`src/rtl/drive_safety_ctrl.sv`:
```
// drive_safety_ctrl: gates rover drive motors against front/back IR obstacle sensors.
// Synchronises and debounces the active-low IR inputs, accepts drive commands over a
// valid/ready handshake, blocks motion toward a detected obstacle and waits a fixed
// hold-off after it clears before resuming.
//
// Ports:
//   clk        system clock
//   reset      synchronous, active-high reset
//   disF/disB  raw front/back IR sensors, active-low, asynchronous
//   cmd_valid  command present
//   cmd_dir    00 STOP, 01 FWD, 10 REV, 11 reserved (STOP)
//   cmd_ready  command accepted when cmd_valid && cmd_ready (low only in HOLD)
//   motor_en   drive enable (FWD or REV)
//   motor_dir  1 = forward, 0 = reverse
//   detF/detB  debounced obstacle flags, active-high
//   blocked    high in BLOCK and HOLD
//   state      IDLE=0, FWD=1, REV=2, BLOCK=3, HOLD=4
//   block_cnt  saturating count of BLOCK entries from IDLE/FWD/REV
module drive_safety_ctrl #(
   parameter int unsigned DEBOUNCE_CYCLES = 8,
   parameter int unsigned RESUME_CYCLES   = 16
) (
   input  logic       clk,
   input  logic       reset,
   input  logic       disF,
   input  logic       disB,
   input  logic       cmd_valid,
   input  logic [1:0] cmd_dir,
   output logic       cmd_ready,
   output logic       motor_en,
   output logic       motor_dir,
   output logic       detF,
   output logic       detB,
   output logic       blocked,
   output logic [2:0] state,
   output logic [7:0] block_cnt
);

   typedef enum logic [2:0] {
      StIdle  = 3'd0,
      StFwd   = 3'd1,
      StRev   = 3'd2,
      StBlock = 3'd3,
      StHold  = 3'd4
   } state_e;

   localparam logic [7:0] DebLast  = 8'(DEBOUNCE_CYCLES - 1);
   localparam logic [7:0] HoldLoad = 8'(RESUME_CYCLES - 1);

   logic       syncF1, syncF2, syncB1, syncB2;
   logic       obsF, obsB;
   logic [7:0] debCntF, debCntB;

   state_e     stateQ, stateNext;
   logic       pendFwd, pendFwdNext;     // 1 = pending direction is FWD
   logic [7:0] holdTimer, holdTimerNext;
   logic       cmdAccept, pendDet, enterBlock;

   assign obsF = ~syncF2;
   assign obsB = ~syncB2;

   // Two-flop synchronisers and per-channel debounce counters.
   always_ff @(posedge clk) begin
      if (reset) begin
         syncF1  <= 1'b1;
         syncF2  <= 1'b1;
         syncB1  <= 1'b1;
         syncB2  <= 1'b1;
         debCntF <= '0;
         debCntB <= '0;
         detF    <= 1'b0;
         detB    <= 1'b0;
      end else begin
         syncF1 <= disF;
         syncF2 <= syncF1;
         syncB1 <= disB;
         syncB2 <= syncB1;

         if (obsF == detF) begin
            debCntF <= '0;
         end else if (debCntF == DebLast) begin
            detF    <= ~detF;
            debCntF <= '0;
         end else begin
            debCntF <= debCntF + 8'd1;
         end

         if (obsB == detB) begin
            debCntB <= '0;
         end else if (debCntB == DebLast) begin
            detB    <= ~detB;
            debCntB <= '0;
         end else begin
            debCntB <= debCntB + 8'd1;
         end
      end
   end

   assign cmdAccept = cmd_valid && cmd_ready;
   assign pendDet   = pendFwd ? detF : detB;

   // An accepted command takes priority; the obstacle check then uses the new direction.
   always_comb begin
      stateNext     = stateQ;
      pendFwdNext   = pendFwd;
      holdTimerNext = holdTimer;
      if (cmdAccept) begin
         case (cmd_dir)
            2'b01: begin
               if (detF) begin
                  stateNext   = StBlock;
                  pendFwdNext = 1'b1;
               end else begin
                  stateNext = StFwd;
               end
            end
            2'b10: begin
               if (detB) begin
                  stateNext   = StBlock;
                  pendFwdNext = 1'b0;
               end else begin
                  stateNext = StRev;
               end
            end
            default: stateNext = StIdle;
         endcase
      end else begin
         case (stateQ)
            StFwd: begin
               if (detF) begin
                  stateNext   = StBlock;
                  pendFwdNext = 1'b1;
               end
            end
            StRev: begin
               if (detB) begin
                  stateNext   = StBlock;
                  pendFwdNext = 1'b0;
               end
            end
            StBlock: begin
               if (!pendDet) begin
                  stateNext     = StHold;
                  holdTimerNext = HoldLoad;
               end
            end
            StHold: begin
               if (pendDet) begin
                  stateNext     = StBlock;
                  holdTimerNext = '0;
               end else if (holdTimer == '0) begin
                  stateNext = pendFwd ? StFwd : StRev;
               end else begin
                  holdTimerNext = holdTimer - 8'd1;
               end
            end
            default: ;
         endcase
      end
   end

   // Re-entry from HOLD back to BLOCK is not counted.
   assign enterBlock = (stateNext == StBlock) &&
                       ((stateQ == StIdle) || (stateQ == StFwd) || (stateQ == StRev));

   // FSM state plus registered outputs decoded from the next state.
   always_ff @(posedge clk) begin
      if (reset) begin
         stateQ    <= StIdle;
         pendFwd   <= 1'b1;
         holdTimer <= '0;
         motor_en  <= 1'b0;
         motor_dir <= 1'b0;
         blocked   <= 1'b0;
         cmd_ready <= 1'b1;
         block_cnt <= '0;
      end else begin
         stateQ    <= stateNext;
         pendFwd   <= pendFwdNext;
         holdTimer <= holdTimerNext;
         motor_en  <= (stateNext == StFwd) || (stateNext == StRev);
         motor_dir <= (stateNext == StFwd);
         blocked   <= (stateNext == StBlock) || (stateNext == StHold);
         cmd_ready <= (stateNext != StHold);
         if (enterBlock && (block_cnt != 8'hFF)) begin
            block_cnt <= block_cnt + 8'd1;
         end
      end
   end

   assign state = stateQ;

endmodule

```
`config.mk`:
```
export PLATFORM = sky130hd
export DESIGN_NAME = drive_safety_ctrl
export DESIGN_NICKNAME = d
export VERILOG_FILES = /design/src/rtl/drive_safety_ctrl.sv
export SDC_FILE = /design/constraint.sdc
export NUM_CORES = 1
export LEC_CHECK = 0
export BUFFER_PORTS_ARGS = -buffer_cell sky130_fd_sc_hd__clkbuf_2
export CAP_MARGIN = 20
export CORE_MARGIN = 2
export CORE_UTILIZATION = 50
export CTS_CLUSTER_SIZE = 16
export DETAILED_ROUTE_END_ITERATION = 8
export GPL_TIMING_DRIVEN = 0
export PLACE_DENSITY = 0.7
export SLEW_MARGIN = 20
export SYNTH_ARGS = -nofsm -noshare
export SYNTH_HDL_FRONTEND = slang
export SYNTH_SLANG_ARGS = --single-unit
```
`constraint.sdc`:
```
create_clock -name clk -period 2.7 [get_ports clk]
set_input_delay 0.27 -clock clk [delete_from_list [all_inputs] [get_ports clk]]
set_output_delay 0.27 -clock clk [all_outputs]
set_load 0.05 [all_outputs]
```
==> results.txt, run 1 <==
Leak Pwr = 0.9787 nW
Leading area contributor after synthesis = dfxtp_1
GPL Wtd Cong = 0.7891
Actual slew at the worst max-slew pin = 558.3 ps
CTS Buf Count = 5
Vias in the first global route = 1624
Hold Crit Class = primary input to flop
Tcrit/Tclk final = 0.8663
Clk buf depth = 2
Routed Antenna Nets = 0
Startpoint types = flop
CTS resizes = 0
Arrival time worst endpoint = 2560 ps
Number of buffers added on ports = 23
Io pins = 24
Synth top area share = 0.4194
Most frequent cells in the layout = dfxtp_1 (46), nor2_1 (38), clkbuf_2 (23), a21oi_1 (18), nand3_1 (14)
First-pass GRT wire length = 7.403 mm
Area of the mapped netlist = 0.002196 mm²
CP Capture Type = flop
Overall Global Routing Usage = 0.1871
Synth Area per Inst = 8.611 µm²
Wire length per cell = 12.82 µm
Vias = 1823
Flops & latches, synth = 46
Register area = 920.9 µm²
Hold_buf cts = 0
Fin crit period = 2339 ps
Fin nets = 298
Core Util, Final = 0.5787
Area contributors post-synth = dfxtp_1 (42%), nor2_1 (6.5%), xor2_1 (4.8%)
Xor/xnor share of the synthesized area = 0.07977
Clock transition at the registers of the reported paths = 90 ps
Initial DRC count = 87
Max-Cap Viols = 0
Final setup fails = 0
Status = finished, final reports clean
Post-route DRC = 0
Die Y = 70.27 µm
Maximum vdd drop = 0.2657 mV
Initial Utilization = 0.5114
Grt ovf = 0
Simple-Gate Fraction of Synth Area = 0.2724
Share of cells above drive strength 1 = 0.1818
TritonCTS clock tree = built
Chip Width = 70.27 µm
DP HPWL = 3.148 mm
Root Driver = clkbuf_8
Cells after synthesis = 255
Initial antenna violation count = 0
Fin. Hold Viols = 0
Clock Skews = 8.752 ps
Worst Path Max Fanout = 10
Worst reg2reg path depth = 9
Max Fclk = 0.4275 GHz
Routed vias/inst = 5.393
Slew margin rel. = 0.6271
Power per standard cell area = 512.3 mW/mm²
Synth-to-Final Area Change = 13.16%
Largest family of logic cells by synthesized area = simple AND/OR/NAND/NOR gates
Layout Cells excl Fill = 338
Synth Net Count = 268
TritonRoute pass-1 iters = 4
CTS H-tree depth = 2
Worst Hold Depth = 2
Core ar. = 0.004294 mm²
Cells after DPL = 330
Largest net degree at the start of global routing = 15
Post-Place Worst Slack = 414.3 ps
Fin Hold WS = 149.4 ps
Post-synthesis mux area share = 0.01425
Required time of the critical path = 2920 ps
Yosys warns = 0
Synth Area in Adders = 0.03419
Fillcell total = 400
Die area = 0.004938 mm²
Final WL = 4.334 mm
RSZ-0062 raised after global routing = false
Setup TNS = 0 ps
Critical path class = flop to flop
Multi-input logic area = 0.001181 mm²
Post-CTS setup buffers = 0
Post-layout worst setup margin = 361.0 ps
Seq/Total Area, Yosys = 0.4194
Clk Latency, worst-skew pair = 300 ps
# rows = 24
Most common cell after layout, fill and taps aside = dfxtp_1
Post-synthesis cell type count = 43
Fin. max-slew vios = 0
CTS sink count = 46
Compound-cell area share of the yosys netlist = 0.1373
Inserted Diodes = 0
[cells by family (layout without fill, tap and decap cells)]
group           Yosys count  in the layout
buf+inv                  21             52
fa+ha+maj                 6              6
simple gates            113            113
flops                    46             46
xor+xnor                 20             20
compound gates           46             46
mux                       3              3
[power by group]
part	leakage [nW]	internal, mW	switching, mW	total, mW
combinational	0.548	0.0284	0.0556	0.0840
clock	0.0579	0.272	0.226	0.498
sequential	0.372	0.687	0.00443	0.691
[per-layer routing]
layer | up-vias | share of wire | track usage
met5 | - | 0 | 0
met4 | 0 | 0.013 | 0.07692
met3 | 6 | 0.038 | 0.05051
met2 | 37 | 0.47 | 0.3008
met1 | 831 | 0.47 | 0.2368
li1 | 949 | - | -
[layout make-up]
type | count | area share
Buffer | 12 | 0.02417
Clock buffer | 5 | 0.02769
Clock inverter | 3 | 0.01611
Inverter | 9 | 0.01360
Multi-Input combinational cell | 188 | 0.4753
Sequential cell | 46 | 0.3706
Tap cell | 52 | 0.02618
Timing Repair Buffer | 23 | 0.04632
[Yosys cell counts]
master and number:
o311ai_2 1, nor2_1 38, o31ai_1 2, mux2_2 1, xnor2_1 8, o211a_1 1, inv_1 9, nand2_1 11
buf_2 6, nor3b_2 1, mux2i_1 2, nor4_4 1, o32ai_1 1, nor4bb_1 1, clkbuf_1 5, nand4b_1 2
nor3b_1 2, nand2b_1 6, a21oi_1 18, ha_1 6, xor2_1 12, o31a_1 1, or3_1 5, a2111oi_2 1
o41ai_1 1, a21o_1 1, o21ai_0 10, o21bai_1 1, nor3_1 8, nand3_1 14, a31oi_1 2, buf_6 1
nand2_2 1, a2111oi_0 1, and3_1 6, nor2b_1 1, or4_1 6, and2_0 2, dfxtp_1 46, o211ai_2 1
or2_2 7, nand3b_1 1, a211oi_1 4
[final timing paths]
check,slack [ps],start,to
worst max-delay path,360,holdTimer[0],block_cnt[2]
worst min-delay path,150,disB,syncB1
worst max register to register,360,holdTimer[0],block_cnt[2]
worst min register to register,420,syncB1,syncB2
[metrics by stage]
step / instance area, µm² / power (mW)
3_3_place_gp: 2376 / 0.7892
5_1_grt: 2485 / 1.329
2_1_floorplan: 2196 / 0.7685
3_5_place_dp: 2376 / 0.7905
4_1_cts: 2485 / 1.293
6_report: 2485 / 1.273
[state kept, by name, indices dropped and copies added (netlist names), 3 cells and up]
name	count
debCntB	8
state	3
holdTimer	8
block_cnt	8
debCntF	8
[critical path, cell delays in order, from the launching register on]
cell	delay (ps)
dfxtp_1	330
inv_1	70
ha_1	200
nor3b_1	340
nand2_2	120
o311ai_2	350
o211ai_2	210
buf_6	180
or3_1	310
a21oi_1	140
No activity file was read; power rests on OpenSTA's default activity.
==> run 2: changes to the inputs <==
--- a/config.mk
+++ b/config.mk
@@ -12,7 +12,7 @@
 export CTS_CLUSTER_SIZE = 16
 export DETAILED_ROUTE_END_ITERATION = 8
 export GPL_TIMING_DRIVEN = 0
-export PLACE_DENSITY = 0.7
+export PLACE_DENSITY = 0.67
 export SLEW_MARGIN = 20
 export SYNTH_ARGS = -nofsm -noshare
 export SYNTH_HDL_FRONTEND = slang
==> run 2 against run 1 <==
  * Power fell by 7.1%
  * Global-route usage is 0.29 points higher
  * Highest routed layer unchanged
  * Clock power decreased by 18%
==> results.txt, run 2 (synthesized netlist as in run 1, its figures left out) <==
Met3 usage = 0.04618
Worst Path Max Fanout = 10
Hold Crit Class = primary input to flop
Max Fclk = 0.4192 GHz
CP top delay family = simple AND/OR/NAND/NOR gates
Vias in the first global route = 1710
Clock share of power = 0.345
CTS sink count = 46
Number of buffers added on ports = 23
Overall Global Routing Usage = 0.1900
Met2 Track Usage GR = 0.3082
CP Capture Type = flop
Critical path buffer and inverter count = 2
Tcrit/Tclk final = 0.8835
Status = finished, final reports clean
Synth-to-Final Area Change = 12.14%
Die Y = 70.27 µm
Required time of the critical path = 2940 ps
Io pins = 24
Routed vias/inst = 5.302
Switching Fraction = 0.2410
Fin nets = 298
Hold Path Sink = syncF1
Setup TNS = 0 ps
Startpoint types = flop
First-pass GRT wire length = 7.548 mm
Slew margin rel. = 0.6093
# rows = 24
Worst Hold Depth = 2
Clk buf depth = 2
Pint = 897.7 µW
Initial antenna violation count = 0
Critical path class = flop to flop
Worst reg2reg path depth = 9
Fin crit period = 2385 ps
TritonRoute pass-1 iters = 4
Most Used Layer, Global Route = met2
CTS resizes = 0
Clock Skews = 11.37 ps
Inserted Diodes = 0
Grt met1 use = 0.2425
Worst r2r dst = block_cnt[2]
Vias = 1792
R2r setup slk = 310 ps
Fin. Hold Viols = 0
Sequential power share = 0.584
Largest net degree at the start of global routing = 15
Most common cell after layout, fill and taps aside = dfxtp_1
Clock transition at the registers of the reported paths = 90 ps
Power per standard cell area = 480.3 mW/mm²
CTS H-tree depth = 2
Clk Latency, worst-skew pair = 300 ps
Post-route DRC = 0
Chip Width = 70.27 µm
Routed Antenna Nets = 0
Core ar. = 0.004294 mm²
Worst Hold Launch = disF
Final setup fails = 0
Crit Reg-Reg Startpoint = holdTimer[0]
Final WL = 4.266 mm
Actual slew at the worst max-slew pin = 585.0 ps
Root Driver = clkbuf_8
RSZ-0062 raised after global routing = false
CP peak stage delay = 400 ps
Slowest stage cell on the critical path = nor3b_1
CTS Buf Count = 5
Switching pwr = 285.0 µW
Arrival time worst endpoint = 2620 ps
Die area = 0.004938 mm²
Share of cells above drive strength 1 = 0.1783
Post-CTS setup buffers = 0
Fin Hold WS = 141.4 ps
Comb pwr share = 0.071
Grt ovf = 0
Max-Cap Viols = 0
Maximum vdd drop = 0.3383 mV
Fin. max-slew vios = 0
TritonCTS clock tree = built
Most frequent cells in the layout = dfxtp_1 (46), nor2_1 (38), clkbuf_2 (23), a21oi_1 (18), nand3_1 (14)
DP HPWL = 3.179 mm
Wire length per cell = 12.62 µm
Initial Utilization = 0.5114
GPL Wtd Cong = 0.8239
Hold_buf cts = 0
CP Cell Sequence = inv_1 > ha_1 > nor3b_1 > nand2_2 > o311ai_2 > o211ai_2 > buf_6 > or3_1 > a21oi_1
Leak Pwr = 0.9659 nW
Initial DRC count = 93
run 2: cell count changes in the layout (fill, tap and decap cells not counted):
cell / before / now
clkbuf_1: 5 / 6
bufinv_16: 1 / 0
clkinv_4: 0 / 1
clkinv_2: 2 / 1
run 2: metal layers:
| metal | share of wire | wire length, µm | vias up |
|---|---|---|---|
| li1 | - | - | 945 |
| met1 | 0.48 | 2058 | 806 |
| met2 | 0.46 | 1945 | 34 |
| met3 | 0.046 | 196 | 7 |
| met4 | 0.015 | 65 | 0 |
| met5 | 0 | 0 | - |
run 2: worst reg2reg max path, stage by stage (launching register included):
cell      delay (ps)
dfxtp_1          330
inv_1             70
ha_1             200
nor3b_1          400
nand2_2          140
o311ai_2         340
o211ai_2         210
buf_6            180
or3_1            320
a21oi_1          140
run 2: worst max-delay path by stage:
stage              endpoint  depth (start not counted)          from  slack (ps)
3_3_place_gp   block_cnt[3]                          9  holdTimer[0]         420
6_report       block_cnt[2]                          9  holdTimer[0]         310
5_1_grt        block_cnt[2]                          9  holdTimer[0]         210
2_1_floorplan  block_cnt[3]                          8      state[2]         510
4_1_cts        block_cnt[2]                          9  holdTimer[0]         370
3_5_place_dp   block_cnt[2]                          9  holdTimer[0]         400
run 2: area by class of cell:
type	instances	area (µm²)
Clock inverter	2	13.76
Clock buffer	6	72.57
Tap cell	52	65.06
Inverter	9	33.78
Timing Repair Buffer	23	115.1
Buffer	12	60.06
Multi-Input combinational cell	188	1181
Sequential cell	46	920.9
Fill cell	406	1832
run 2: power by group through the flow:
stage / sequential (mW) / combinational, mW / clock (mW)
6_report: 0.691 / 0.0836 / 0.408
5_1_grt: 0.692 / 0.0934 / 0.455
4_1_cts: 0.691 / 0.0836 / 0.422
3_5_place_dp: 0.707 / 0.0830 / 0
3_3_place_gp: 0.707 / 0.0828 / 0
2_1_floorplan: 0.719 / 0.0495 / 0
run 2: stage by stage:
stage,std cells,setup slack [ps],power (mW),instance area [µm²],utilization
floorplan,255,513.7,0.7685,2196,-
global placement,330,420.6,0.7897,2376,0.5533
detailed placement,330,395.9,0.7897,2376,0.5533
CTS,338,372.5,1.196,2462,0.5734
global route,338,205.7,1.240,2462,0.5734
finish,338,314.6,1.183,2462,0.5734
